===== config.mk =====
export PLATFORM = sky130hd
export DESIGN_NAME = fifo_rd_ctrl
export DESIGN_NICKNAME = d
export VERILOG_FILES = /design/src/rtl/fifo_rd_ctrl.sv
export SDC_FILE = /design/constraint.sdc
export NUM_CORES = 1
export LEC_CHECK = 0
export ABC_AREA = 1
export CORE_UTILIZATION = 49
export CTS_CLUSTER_SIZE = 24
export DETAILED_ROUTE_END_ITERATION = 12
export GPL_TIMING_DRIVEN = 0
export PLACE_DENSITY = 0.82
export SYNTH_ARGS = -nofsm -noshare
export SYNTH_HDL_FRONTEND = slang
export SYNTH_SLANG_ARGS = --single-unit

===== constraint.sdc =====
create_clock -name CLK -period 4.2 [get_ports CLK]
set_input_delay 0.84 -clock CLK [delete_from_list [all_inputs] [get_ports CLK]]
set_output_delay 0.84 -clock CLK [all_outputs]
set_load 0.03 [all_outputs]

===== src/rtl/fifo_rd_ctrl.sv =====
// rtl/fifo_rd_ctrl.sv - read-side controller of the async FIFO (read clock domain)
// Owns the binary read pointer, publishes a registered Gray pointer, derives status flags.
module fifo_rd_ctrl #(
   parameter int ADDR_WIDTH = 3,
   parameter int AE_THRESH  = 1
) (
   input  logic                  CLK,
   input  logic                  RST,
   input  logic                  RINC,
   input  logic [ADDR_WIDTH:0]   rq2_wptr,
   output logic [ADDR_WIDTH-1:0] raddr,
   output logic [ADDR_WIDTH:0]   rptr,
   output logic                  EMPTY,
   output logic                  ALMOST_EMPTY,
   output logic [ADDR_WIDTH:0]   rd_count,
   output logic                  RD_VALID,
   output logic                  UNDERFLOW
);

   localparam int PW = ADDR_WIDTH + 1;
   localparam logic [PW-1:0] AE_LIMIT = PW'(AE_THRESH);

   logic [PW-1:0] rbin_q, rbin_d;
   logic [PW-1:0] rptr_q, rptr_d;
   logic [PW-1:0] rd_count_q, rd_count_d;
   logic          empty_q, empty_d;
   logic          almost_empty_q, almost_empty_d;
   logic          rd_valid_q, rd_valid_d;
   logic          underflow_q, underflow_d;

   logic          rd_en;
   logic [PW-1:0] wbin;

   always_comb begin
      wbin = '0;
      wbin[PW-1] = rq2_wptr[PW-1];
      for (int i = PW - 2; i >= 0; i--) begin
         wbin[i] = wbin[i+1] ^ rq2_wptr[i];
      end
   end

   // Flags use the post-read pointer so the last read sets EMPTY on the same edge.
   always_comb begin
      rd_en          = RINC & ~empty_q;
      rbin_d         = rbin_q + PW'(rd_en);
      rptr_d         = (rbin_d >> 1) ^ rbin_d;
      empty_d        = (rptr_d == rq2_wptr);
      rd_count_d     = wbin - rbin_d;
      almost_empty_d = (rd_count_d <= AE_LIMIT);
      rd_valid_d     = rd_en;
      underflow_d    = RINC & empty_q;
   end

   always_ff @(posedge CLK or negedge RST) begin
      if (!RST) begin
         rbin_q         <= '0;
         rptr_q         <= '0;
         rd_count_q     <= '0;
         empty_q        <= 1'b1;
         almost_empty_q <= 1'b1;
         rd_valid_q     <= 1'b0;
         underflow_q    <= 1'b0;
      end else begin
         rbin_q         <= rbin_d;
         rptr_q         <= rptr_d;
         rd_count_q     <= rd_count_d;
         empty_q        <= empty_d;
         almost_empty_q <= almost_empty_d;
         rd_valid_q     <= rd_valid_d;
         underflow_q    <= underflow_d;
      end
   end

   assign raddr        = rbin_q[ADDR_WIDTH-1:0];
   assign rptr         = rptr_q;
   assign EMPTY        = empty_q;
   assign ALMOST_EMPTY = almost_empty_q;
   assign rd_count     = rd_count_q;
   assign RD_VALID     = rd_valid_q;
   assign UNDERFLOW    = underflow_q;

endmodule

After elaboration in Yosys (flattened, before gate mapping)
Index checks and enable logic that the tools add are counted.
Operators by class
  $lt $le $gt $ge: 1
  equality and inequality tests: 1
  add/sub/neg operators: 2
  bitwise operators: 7
Operators with widths (number)
  adder 4 x 1 -> 4 bit: 1
  == test 4 bit: 1
  <= comparator 4 x 1 -> 1 bit, second input constant: 1
  subtractor 4 bit: 1
  bitwise XOR 3 x 4 -> 4 bit: 1
  bitwise XOR 1 bit: 3
  bitwise AND 1 bit: 2
  inverter 1 bit: 1
Storage, ports and cells
  output and inout bits: 15
  register bits after elaboration: 16
  bits of input ports: 7
  word-level logic and storage cells: 18

Longest topological paths before layout
  depth after elaboration: 5
  depth in mapped cells: 16
  mapped depth without buffers: 16

Worst setup path after synthesis
Ideal clock, no wire load.
  path type: input to register
  from: input port RINC
  to: register almost_empty_q, in the netlist ALMOST_EMPTY
  library setup time: 0.067 ns
  stages on the path: 15
  path buffers: 0
  path slack: 1.696 ns
  required time: 4.133 ns
  arrival time: 2.437 ns
  cells stage by stage: inv_1 nor2_1 ha_1 ha_1 inv_1 nand3_2 nand2_1 inv_1 ha_1 inv_1 nand2_2 nand2_2 nand2_2 or2_0 nor2_1
On the way
  cells in the longest elaborated chain, start to end: 4
Ends and longest elaborated chain
  start: declaration: RTL line 9  | input logic RINC,
  bitwise AND 1 bit: RTL line 44  | rd_en = RINC & ~empty_q;
  via rd_en: RTL line 31  | logic rd_en;
  adder 4 x 1 -> 4 bit: RTL line 45  | rbin_d = rbin_q + PW'(rd_en);
  via rbin_d[1]: RTL line 23  | logic [PW-1:0] rbin_q, rbin_d;
  subtractor 4 bit: RTL line 48  | rd_count_d = wbin - rbin_d;
  via rd_count_d[2]: RTL line 25  | logic [PW-1:0] rd_count_q, rd_count_d;
  <= comparator 4 x 1 -> 1 bit: RTL line 49  | almost_empty_d = (rd_count_d <= AE_LIMIT);
  via almost_empty_d: RTL line 27  | logic almost_empty_q, almost_empty_d;
  end signal: assignment: RTL line 68  | almost_empty_q <= almost_empty_d;
  end: declaration: RTL line 27
The timed path passes the listed nets, and every way through them passes these cells.

Final worst setup path
Ends and elaborated chain as after synthesis.

==> impl_metrics.tcl <==
set metrics [dict create \
    status "finished, final reports clean" \
    slowest_stage "clkdlybuf4s50_1" \
    finalHoldViolCount 0 \
    fillers 122 \
    dr.pass1.iters 4 \
    cts.sinks 15 \
    cts_buffers 3 \
    multi_input_area_um2 348 \
    synth.distinct_cells 17 \
    grt_pass1_vias 534 \
    die_x_um 42.0 \
    fmax_mhz 348 \
    power_density_nw_per_um2 857 \
    whs_endpoint "UNDERFLOW$_DFF_PN0_" \
    cts_tree "yes" \
    rows 14 \
    min_path_cells 2 \
    cp-start-kind "input port" \
    drv_slew 0 \
    grt_pass1_wl_mm 2.28 \
    maxSlewHeadroom_pct 57.0 \
    final-seq-area_um2 378 \
    critPathArrivalTime_ns 3.10 \
    path_common_cell "inv_1" \
    hpwl_mm 1.09 \
    netlist_area_um2 782 \
    drc 0 \
    slowest_delay_ns 0.48 \
    path_cells "clkdlybuf4s50_1 > inv_1 > nor2_1 > ha_1 > ha_1 > inv_1 > nand3_2 > nand2_1 > inv_1 > ha_1 > inv_1 > nand2_2 > nand2_2 > nand2_2 > or2_0 > nor2_1" \
    worstSetupPathType "input port to register" \
    die-area_um2 1760 \
    setup.worst_path.end_class "register" \
    cp_num_buf_inv 5 \
    grt_use_total_pct 17.9 \
    syn2layout_area_growth_pct 32.8 \
    ir_worst_vdd_uv 340 \
    period_share_pct 68.5 \
    leakage_nw 0.530 \
    synthCells 81 \
    routedWlPerCell_um 10.6 \
    htree_num_levels 1 \
    num_antenna_cells 0 \
    grt_max_degree 16 \
    die_h_um 42.0 \
    synth-seq-area-share_pct 48.3 \
    critPathRequiredTime_ns 4.42 \
    synth-edff-count 0 \
    whs_ns 0.476 \
    drt_wl_total_mm 1.29 \
    final_util_pct 68.9 \
    drt-initial-drc-count 4 \
    initial_core_util_pct 51.9 \
    routed_via_density 4.68 \
    ys_async_sr_fraction_pct 100 \
    nets 119 \
    clock_latency_ns 0.28 \
    clk_pin_slew_ns 0.09 \
    worstReg2RegEnd "ALMOST_EMPTY$_DFF_PN1_" \
    cts_setup_buffers 0 \
    path_max_fanout 5 \
    syn_avg_cell_area_um2 9.65 \
    synth_seq_cells 15 \
    hp-class "register to register" \
    ff2ff_setup_slack_ns 1.88 \
    r2r-start "EMPTY$_DFF_PN1_" \
    cts.repair.resized 0 \
    maxCapViolCount 0 \
    min_from "EMPTY$_DFF_PN1_" \
    root_buffer "clkbuf_4" \
    io_pins 22 \
    coreArea_um2 1510 \
    routabilityCongestion 0.776 \
    tightest_slew_ns 0.643 \
    ant_nets 0 \
    clockBufferDepth 2 \
    vias 571 \
    overflow 0 \
    setup_viol 0 \
    drive_gt1_share_pct 18.9 \
    cpLargestDelayFamily "simple AND/OR/NAND/NOR gates" \
    layout_min_cycle_time_ns 2.88 \
    tns_ns 0 \
    antenna_found_initial 0 \
    syn_nets 93 \
    clock_skew_ns 0.00790 \
    yosys_warnings 0 \
    io_buffers 21 \
    rr_worst_depth 14 \
    rsz0062_at_grt "false" \
    hold_buffers 0 \
    synth_ff_type "dfrtp_1" \
]
final cells by class:
| cell class | count | share of cell area [%] |
|---|---|---|
| tap | 16 | 1.93 |
| multi-input combinational | 51 | 33.5 |
| clock buffer | 4 | 2.53 |
| inverter | 15 | 5.42 |
| sequential | 15 | 36.4 |
| timing repair buffer | 21 | 20.2 |
per-stage QoR:
stage	cell area [um2]	setup WS (ns)	power [mW]	cells
after floorplan	782	1.70	0.639	81
after global placement	1010	1.10	0.799	118
after detailed placement	1010	1.03	0.820	118
after CTS	1040	1.32	0.904	122
after global routing	1040	1.14	0.965	122
final	1040	1.32	0.890	122
cell families (layout without fill, tap and decap cells):
kind of cell	after synthesis	count (layout)	share of synthesized area (%)
adders and majority gates	5	5	8.00
DFF	15	15	48.3
xor gates and xnor gates	7	7	10.6
and+or+nand+nor	39	39	25.9
buffers and inverters	15	40	7.20
worst max path at each step:
stage | startpoint | endpoint | slack [ns] | depth (start not counted)
floorplan | RINC | ALMOST_EMPTY$_DFF_PN1_ | 1.70 | 15
global placement | RINC | ALMOST_EMPTY$_DFF_PN1_ | 1.10 | 16
detailed placement | RINC | ALMOST_EMPTY$_DFF_PN1_ | 1.03 | 16
CTS | RINC | ALMOST_EMPTY$_DFF_PN1_ | 1.32 | 16
global route | RINC | ALMOST_EMPTY$_DFF_PN1_ | 1.14 | 16
finish | RINC | ALMOST_EMPTY$_DFF_PN1_ | 1.32 | 16
worst min-delay path: cells and delay by family, from the launching register on:
kind,cells,cell delay (ns)
buf+inv,1,0.03
flops,1,0.38
simple gates,1,0.05
sequential cells by signal, summed over array words and instances (netlist names):
name,flops
rbin_q,4
rd_count,4
UNDERFLOW,1
rptr,3
EMPTY,1
ALMOST_EMPTY,1
RD_VALID,1
layout by cell type, fill, tap and decap left out, drive strengths merged, types with 2 or more instances in the layout:
cell | netlist | routed
nand3 | 9 | 9
xor2 | 5 | 5
or2 | 2 | 2
dfstp | 2 | 2
nand2 | 22 | 22
nor2 | 6 | 6
clkdlybuf4s50 | 0 | 21
inv | 15 | 15
clkbuf | 0 | 4
ha | 5 | 5
dfrtp | 13 | 13
cells in the mapped netlist (2+ instances only):
library cell | number | area share [%]
inv_2 | 3 | 1.4
nand2_2 | 6 | 4.8
ha_1 | 5 | 8.0
nand2_1 | 15 | 7.2
nand3_2 | 3 | 3.8
xor2_1 | 4 | 4.5
nor2_1 | 6 | 2.9
inv_1 | 12 | 5.8
dfrtp_1 | 13 | 42
nand3_1 | 6 | 3.8
dfstp_2 | 2 | 6.7
report_power, final:
group,switching [mW],internal (mW),total (mW),leakage [nW]
logic,0.335,0.237,0.572,0.338
clock network,0.0436,0.0369,0.0805,0.0150
registers,0.0253,0.212,0.238,0.177
metal layers:
layer	vias to the layer above	GRT usage, %	part of all wire (%)
li1	294	-	-
met1	259	21.1	43
met2	16	29.4	52
met3	2	3.91	3.6
met4	0	11.6	1.7
met5	-	0	0
Power figures use the tool's default switching activity.
